--- config.mk ---
export PLATFORM = sky130hd
export DESIGN_NAME = bf16_addsub_arbiter_flat
export DESIGN_NICKNAME = d
export VERILOG_FILES = /design/src/rtl/bf16_addsub_arbiter_if.sv /design/src/rtl/bf16_addsub_arbiter.sv /design/src/flat_wrapper.sv
export SDC_FILE = /design/constraint.sdc
export NUM_CORES = 1
export LEC_CHECK = 0
export CORE_MARGIN = 4
export CORE_UTILIZATION = 35
export DETAILED_ROUTE_END_ITERATION = 12
export GPL_TIMING_DRIVEN = 0
export MAX_ROUTING_LAYER = met4
export PLACE_DENSITY = 0.83
export SYNTH_ARGS = -nofsm -noshare
export SYNTH_HDL_FRONTEND = slang
export SYNTH_SLANG_ARGS = --single-unit
--- constraint.sdc ---
create_clock -name clk -period 3.1 [get_ports clk]
set_input_delay 0.775 -clock clk [delete_from_list [all_inputs] [get_ports clk]]
set_output_delay 0.775 -clock clk [all_outputs]
set_load 0.01 [all_outputs]
--- src/rtl/bf16_addsub_arbiter_if.sv ---
// Request/response bundle between compute clients and the bf16 add/sub arbiter.
//
// Handshake rule for both channels: a transfer happens on a rising clk edge
// where valid and ready are both high. The valid side holds its payload stable
// until that edge. The ready side may raise ready combinationally from valid.
// req_ready is one-hot or zero.
interface bf16_addsub_arbiter_if #(
    parameter int NUM_REQ = 4,
    parameter int ID_W    = 2
);
    logic [NUM_REQ-1:0]    req_valid;
    logic [NUM_REQ-1:0]    req_ready;
    logic [16*NUM_REQ-1:0] req_a;
    logic [16*NUM_REQ-1:0] req_b;
    logic [NUM_REQ-1:0]    req_op;
    logic                  rsp_valid;
    logic                  rsp_ready;
    logic [15:0]           rsp_result;
    logic [ID_W-1:0]       rsp_id;

    // Client side: issues requests, consumes responses
    modport master (
        output req_valid, req_a, req_b, req_op, rsp_ready,
        input  req_ready, rsp_valid, rsp_result, rsp_id
    );

    // Arbiter side
    modport slave (
        input  req_valid, req_a, req_b, req_op, rsp_ready,
        output req_ready, rsp_valid, rsp_result, rsp_id
    );
endinterface

--- src/rtl/bf16_addsub_arbiter.sv ---
// Round-robin arbiter that shares one combinational bf16 add/sub unit among
// NUM_REQ requesters. One operation is in flight at a time: grant, hold the
// operands for UNIT_LAT cycles, capture the unit's result, then return it
// tagged with the requester index.
module bf16_addsub_arbiter #(
    parameter int NUM_REQ  = 4,
    parameter int ID_W     = 2,
    parameter int UNIT_LAT = 1
) (
    input  logic                     clk,
    input  logic                     rst_n,
    bf16_addsub_arbiter_if.slave     bus,
    output logic [15:0]              au_a,
    output logic [15:0]              au_b,
    output logic                     au_op,
    input  logic [15:0]              au_result,
    output logic                     busy,
    output logic [1:0]               state_dbg
);
    typedef enum logic [1:0] {
        ST_IDLE = 2'd0,
        ST_BUSY = 2'd1,
        ST_RESP = 2'd2
    } state_t;

    state_t          state;
    state_t          state_next;
    logic [ID_W-1:0] last_grant;
    logic [ID_W-1:0] tag;
    logic [3:0]      cnt;
    logic            rsp_valid_q;
    logic [15:0]     rsp_result_q;
    logic [ID_W-1:0] rsp_id_q;

    logic            any_valid;
    logic            hi_found;
    logic [ID_W-1:0] hi_idx;
    logic [ID_W-1:0] lo_idx;
    logic [ID_W-1:0] grant_idx;
    logic [15:0]     sel_a;
    logic [15:0]     sel_b;
    logic            sel_op;

    // Round-robin pick: lowest valid index above last_grant, else lowest valid overall
    always_comb begin
        hi_found = 1'b0;
        hi_idx   = '0;
        lo_idx   = '0;
        for (int i = NUM_REQ - 1; i >= 0; i--) begin
            if (bus.req_valid[i]) begin
                lo_idx = ID_W'(i);
                if (i > int'(last_grant)) begin
                    hi_found = 1'b1;
                    hi_idx   = ID_W'(i);
                end
            end
        end
        any_valid = |bus.req_valid;
        grant_idx = hi_found ? hi_idx : lo_idx;
    end

    // Operand mux for the requester currently being granted
    always_comb begin
        sel_a  = '0;
        sel_b  = '0;
        sel_op = 1'b0;
        for (int i = 0; i < NUM_REQ; i++) begin
            if (int'(grant_idx) == i) begin
                sel_a  = bus.req_a[16*i +: 16];
                sel_b  = bus.req_b[16*i +: 16];
                sel_op = bus.req_op[i];
            end
        end
    end

    // FSM state register
    always_ff @(posedge clk or negedge rst_n) begin
        if (!rst_n) begin
            state <= ST_IDLE;
        end else begin
            state <= state_next;
        end
    end

    // FSM next state and grant; ready is held low while in reset
    always_comb begin
        state_next    = state;
        bus.req_ready = '0;
        case (state)
            ST_IDLE: begin
                if (any_valid) begin
                    state_next = ST_BUSY;
                    for (int i = 0; i < NUM_REQ; i++) begin
                        bus.req_ready[i] = rst_n && (int'(grant_idx) == i);
                    end
                end
            end
            ST_BUSY: begin
                if (cnt == 4'd0) begin
                    state_next = ST_RESP;
                end
            end
            ST_RESP: begin
                if (bus.rsp_ready) begin
                    state_next = ST_IDLE;
                end
            end
            default: state_next = ST_IDLE;
        endcase
    end

    // Datapath: latch operands on grant, count the settle window, capture result
    always_ff @(posedge clk or negedge rst_n) begin
        if (!rst_n) begin
            au_a         <= '0;
            au_b         <= '0;
            au_op        <= 1'b0;
            tag          <= '0;
            last_grant   <= ID_W'(NUM_REQ - 1);
            cnt          <= '0;
            rsp_valid_q  <= 1'b0;
            rsp_result_q <= '0;
            rsp_id_q     <= '0;
        end else begin
            case (state)
                ST_IDLE: begin
                    if (any_valid) begin
                        au_a       <= sel_a;
                        au_b       <= sel_b;
                        au_op      <= sel_op;
                        tag        <= grant_idx;
                        last_grant <= grant_idx;
                        cnt        <= 4'(UNIT_LAT - 1);
                    end
                end
                ST_BUSY: begin
                    if (cnt != 4'd0) begin
                        cnt <= cnt - 4'd1;
                    end else begin
                        rsp_result_q <= au_result;
                        rsp_id_q     <= tag;
                        rsp_valid_q  <= 1'b1;
                    end
                end
                ST_RESP: begin
                    if (bus.rsp_ready) begin
                        rsp_valid_q <= 1'b0;
                    end
                end
                default: ;
            endcase
        end
    end

    assign bus.rsp_valid  = rsp_valid_q;
    assign bus.rsp_result = rsp_result_q;
    assign bus.rsp_id     = rsp_id_q;
    assign busy           = (state != ST_IDLE);
    assign state_dbg      = state;

endmodule
--- src/flat_wrapper.sv ---
// flat-port wrapper written by rule: the top's interface ports become plain ports
module bf16_addsub_arbiter_flat 
#(
    parameter int NUM_REQ  = 4,
    parameter int ID_W     = 2,
    parameter int UNIT_LAT = 1
)
  (clk, rst_n, au_a, au_b, au_op, au_result, busy, state_dbg, bus_req_valid, bus_req_a, bus_req_b, bus_req_op, bus_rsp_ready, bus_req_ready, bus_rsp_valid, bus_rsp_result, bus_rsp_id);
  bf16_addsub_arbiter_if #(.NUM_REQ(NUM_REQ), .ID_W(ID_W)) bus_i ();
  input  logic clk;
  input  logic rst_n;
  output logic [15:0] au_a;
  output logic [15:0] au_b;
  output logic au_op;
  input  logic [15:0] au_result;
  output logic busy;
  output logic [1:0] state_dbg;
  input wire logic [$bits(bus_i.req_valid)-1:0] bus_req_valid;
  input wire logic [$bits(bus_i.req_a)-1:0] bus_req_a;
  input wire logic [$bits(bus_i.req_b)-1:0] bus_req_b;
  input wire logic [$bits(bus_i.req_op)-1:0] bus_req_op;
  input wire logic [$bits(bus_i.rsp_ready)-1:0] bus_rsp_ready;
  output wire logic [$bits(bus_i.req_ready)-1:0] bus_req_ready;
  output wire logic [$bits(bus_i.rsp_valid)-1:0] bus_rsp_valid;
  output wire logic [$bits(bus_i.rsp_result)-1:0] bus_rsp_result;
  output wire logic [$bits(bus_i.rsp_id)-1:0] bus_rsp_id;
  assign bus_i.req_valid = bus_req_valid;
  assign bus_i.req_a = bus_req_a;
  assign bus_i.req_b = bus_req_b;
  assign bus_i.req_op = bus_req_op;
  assign bus_i.rsp_ready = bus_rsp_ready;
  assign bus_req_ready = bus_i.req_ready;
  assign bus_rsp_valid = bus_i.rsp_valid;
  assign bus_rsp_result = bus_i.rsp_result;
  assign bus_rsp_id = bus_i.rsp_id;
  bf16_addsub_arbiter #(.NUM_REQ(NUM_REQ), .ID_W(ID_W), .UNIT_LAT(UNIT_LAT)) u_core (.clk(clk), .rst_n(rst_n), .bus(bus_i), .au_a(au_a), .au_b(au_b), .au_op(au_op), .au_result(au_result), .busy(busy), .state_dbg(state_dbg));
endmodule
Yosys cells after proc, flatten, opt, wreduce, memory -nomap -nowiden
Cells that the tools add are included.

Bits in registers: 62. Input bits: 155. Logic and storage cells: 83.

Add/subtract/negate cells: 1. Magnitude comparators: 3. Equality and inequality tests: 10. Muxes and demuxes: 41. Bitwise logic cells: 1. Reductions and logical operators: 17.

Operators by type and width (number): two-way mux 16 bit (8); two-way mux 2 bit (14); two-way mux 4 bit (4); two-way mux 1 bit (12); AND reduction 3 bit (3); one-hot mux 4 bit (2 select lines) (1); == test 2 bit, second input constant (3); != test 2 x 1 -> 1 bit, second input constant (3); one-hot mux 2 bit (3 select lines) (1); nonzero test 2 bit (3); == test 2 x 1 -> 1 bit, second input constant (2); > comparator 2 bit, first input constant (2); logical AND 1 bit (4); zero test 2 bit (2); zero test 4 bit (1); != test 2 bit, second input constant (2); AND reduction 2 bit (2); nonzero test 4 bit (1); OR reduction 4 bit (1); subtractor 4 x 1 -> 4 bit, second input constant (1); > comparator 1 x 2 -> 1 bit, first input constant (1); one-hot mux 1 bit (2 select lines) (1); inverter 1 bit (1).

Depth between registers and ports, before layout
Depth in word-level cells: 13. Depth in mapped cells: 8. Depth with buffers taken out: 7.

Least setup slack after synthesis
No wires, ideal clock.

Path kind: input to output. Start point: input bus_req_valid[2]. End point: output bus_req_ready[1]. Data arrival time: 1.720 ns. Path slack: 0.605 ns. Cell stages on the path: 6. Cells stage by stage: and2b_4 > nor2_2 > o211ai_2 > buf_6 > buf_6 > nor2b_1.

Word-level cells in the longest chain between the ends: 8. Elaborated cells on any way between the ends: 15. Classes of those cells: eq/ne: 1; mux: 12; reduce/logical: 2.

Ends and longest elaborated chain: start, declared (line flat_wrapper.sv:18) `input wire logic [$bits(bus_i.req_valid)-1:0] bus_req_valid;`; two-way mux 2 bit or two-way mux 1 bit (tied branches) (line bf16_addsub_arbiter.sv:50) `if (bus.req_valid[i]) begin`; two-way mux 2 bit (tied with other cells) (line bf16_addsub_arbiter.sv:50); two-way mux 2 bit or two-way mux 1 bit (tied branches) (line bf16_addsub_arbiter.sv:50); two-way mux 2 bit (line bf16_addsub_arbiter.sv:59) `grant_idx = hi_found ? hi_idx : lo_idx;`; == test 2 bit (line bf16_addsub_arbiter.sv:94) `bus.req_ready[i] = rst_n && (int'(grant_idx) == i);`; logical AND 1 bit (line bf16_addsub_arbiter.sv:94); two-way mux 4 bit (*) (line bf16_addsub_arbiter.sv:91) `if (any_valid) begin`; two-way mux 4 bit (*) (line bf16_addsub_arbiter.sv:89) `case (state)`; end, declared (line flat_wrapper.sv:23) `output wire logic [$bits(bus_i.req_ready)-1:0] bus_req_ready;`.

Every way passes the cells marked *; elsewhere a longest branch is shown, timed or not.

Worst setup path after layout
Ends and elaborated chain as after synthesis.

==> out/results.tsv <==
metric	value	unit
grt_overflow	0	
tightestPinTransition	0.5856	ns
drt_pass1_iterations	4	
cp_num_buf_inv	4	
syn_area	0.003476	mm²
synth_area_leaders	dfrtp_1, a221oi_2, mux2i_1	
path_clk_slew	0.07	ns
hold_slack	0.4007	ns
rsz0062_at_grt	false	
ys_seq_area_frac	0.4471	
fin_skew	0.006355	ns
finalNetCount	686	
synth.distinct_cells	41	
timing.slew.headroom	0.6096	
num_vias	3332	
crit_top_cell	buf_6	
slew_viol_final	0	
worst_setup_path_end_kind	output pin	
grt_pass1_wl	17900	µm
ant_nets	0	
fin_ws	0.1072	ns
rows	36	
finalSetupViolCount	0	
initial_utilization	0.3573	
crit_chain	clkdlybuf4s15_2, and2b_4, nor2_2, o211ai_2, buf_6, buf_6, nor2b_1, dlygate4sd2_1	
fp.dieW	107.7	µm
power	0.005360	W
root_buffer	clkbuf_8	
viasPerCell	4.988	
peakVddDrop	375.8	µV
drive_gt1_frac	0.2000	
regToRegStartpoint	u_core.last_grant[1]	
yosys.area.top_type	dfrtp_1	
die_area	0.01159	mm²
tns	0	ns
cts_hold_buf	0	
startpoint	bus_req_valid[2]	
portBuffers	213	
cts_tree	done	
ys_warn_count	0	
htreeDepth	3	
design.portCount	214	
hold_violations	0	
syn_nets	460	
grt_usage	0.2070	
drt_iter0_drc	138	
p_per_area	883.7	mW/mm²
critical_path_arrival	2.22	ns
gp_congestion	0.8352	
critPathLaunchType	input port	
period_needed	2.993	ns
drv_cap	0	
cpPeakStageDelay	0.29	ns
cts_buffer_depth	2	
drc	0	
synth_top_area_share	0.4320	
n_antenna_cell	0	
critPathRequiredTime	2.32	ns
min_period_over_period	0.9654	
ys.flop_type	dfrtp_1	
clkSinkCount	62	
path_class	in -> out	
wire_per_inst	17.47	µm
fmax	0.3341	GHz
hold_path_class	in -> async	
coreArea	0.009729	mm²
yosysMostFrequentCell	dfrtp_1	
grt_max_degree	65	
synth_commonest_cells	dfrtp_1, inv_1, o22ai_1	
antenna_found_initial	0	
power.leakage	2.601	nW
area_growth	74.51	%
synth_edf_count	0	
clk_latency	0.36	ns
cp_max_fo	10	
status	finished, final reports clean	
dp_worst_setup_slack	-0.9773	ns
die_y	107.7	µm
cpMaxStageDelayCell	and2b_4	
netlist_instances	304	
synth-seq-cells	62	
grt_pass1_vias	3620	
cp_top_family	buffers and inverters	
place_hpwl	8970	µm
postLayoutCoreUtil	0.6235	
ys_async_sr_fraction	1.000	
routed_wl	11670	µm
syn_area_per_cell	11.43	µm²
numCtsBuffers	9	
## sequential cells by signal (all words and copies together) (netlist names), 2 cells and up
| name | count |
|---|---|
| u_core.bus.rsp_id | 2 |
| u_core.bus.rsp_result | 16 |
| u_core.cnt | 4 |
| u_core.state_dbg | 2 |
| u_core.last_grant | 2 |
| u_core.au_a | 16 |
| u_core.au_b | 16 |
| u_core.tag | 2 |
## per-layer routing
| metal | part of all wire | track usage | vias up |
|---|---|---|---|
| met5 | 0 | - | - |
| met4 | 0.017 | 0.08747 | 0 |
| met3 | 0.049 | 0.03299 | 15 |
| met2 | 0.53 | 0.3592 | 120 |
| met1 | 0.40 | 0.2373 | 1622 |
| li1 | - | - | 1575 |
## worst register-to-register path: stages (launching register included)
cell,delay (ns)
dfstp_2,0.52
buf_2,0.20
o21ai_0,0.18
o211ai_1,0.17
or2_1,0.15
buf_2,0.14
buf_2,0.25
o22ai_1,0.15
a221oi_2,0.20
## power by group
part	internal [W]	switching, W	total, W
combinational	0.00169	0.00139	0.00307
sequential	0.00123	0.000219	0.00144
clock	0.000496	0.000345	0.000841
## area by class of cell
| cell class | count | area [µm²] |
|---|---|---|
| sequential | 62 | 1554 |
| tap | 133 | 166.4 |
| multi-input combinational | 182 | 1653 |
| timing repair buffer | 215 | 2148 |
| fill | 785 | 3664 |
| clock inverter | 5 | 81.33 |
| clock buffer | 11 | 151.4 |
| buffer | 23 | 172.7 |
| inverter | 37 | 138.9 |
## layout by cell type (no fill, tap or decap), types with 3 or more instances in the layout
cell type / count
nand2_1: 5
dfrtp_1: 60
o22ai_1: 33
clkbuf_1: 4
a221oi_2: 30
clkdlybuf4s50_1: 204
nor2b_2: 3
buf_2: 10
nor2_1: 11
or2_1: 3
nor2_2: 3
mux2i_1: 31
inv_1: 37
clkbuf_8: 11
buf_6: 11
a21oi_1: 3
o21ai_0: 9
nand2b_1: 3
mux2_2: 19
## stage by stage
stage | cells | area [µm²]
final | 668 | 6066
after global routing | 668 | 6066
after CTS | 668 | 6057
after detailed placement | 650 | 5772
after global placement | 650 | 5774
after floorplan | 304 | 3476
## path summary, 6_finish.rpt
| path | cells past startpoint | slack (ns) | end |
|---|---|---|---|
| worst min register to register | 1 | 0.48 | u_core.tag[1] |
| min in group clk | 1 | 0.48 | u_core.tag[1] |
| worst max register to register | 8 | 1.06 | u_core.au_a[0] |
| worst max-delay path | 8 | 0.11 | bus_req_ready[1] |
| worst min-delay path | 1 | 0.40 | u_core.state_dbg[0] |
| max in group asynchronous | 1 | 2.29 | u_core.au_a[4] |
## logic make-up (layout without fill, tap and decap cells)
family / after synthesis / count (layout) / synth area share
AOI/OAI and AO/OA: 87 / 87 / 0.2394
DFF: 62 / 62 / 0.4471
buffers and inverters: 60 / 291 / 0.08567
muxes: 51 / 51 / 0.1551
and+or+nand+nor: 41 / 41 / 0.06408
xor gates and xnor gates: 2 / 2 / 0.005041
adders and majority gates: 1 / 1 / 0.003599
## timing repair
| item | CTS | global route |
|---|---|---|
| buffers inserted | 2 | 0 |
| cloned | 0 | 0 |
| endpoints found under the setup margin | 4 | 2 |
| pin swaps | 1 | 0 |
| endpoints found under the hold margin | 0 | 0 |
| resized for setup | 26 | 5 |
(Power assumes the default switching activity.)
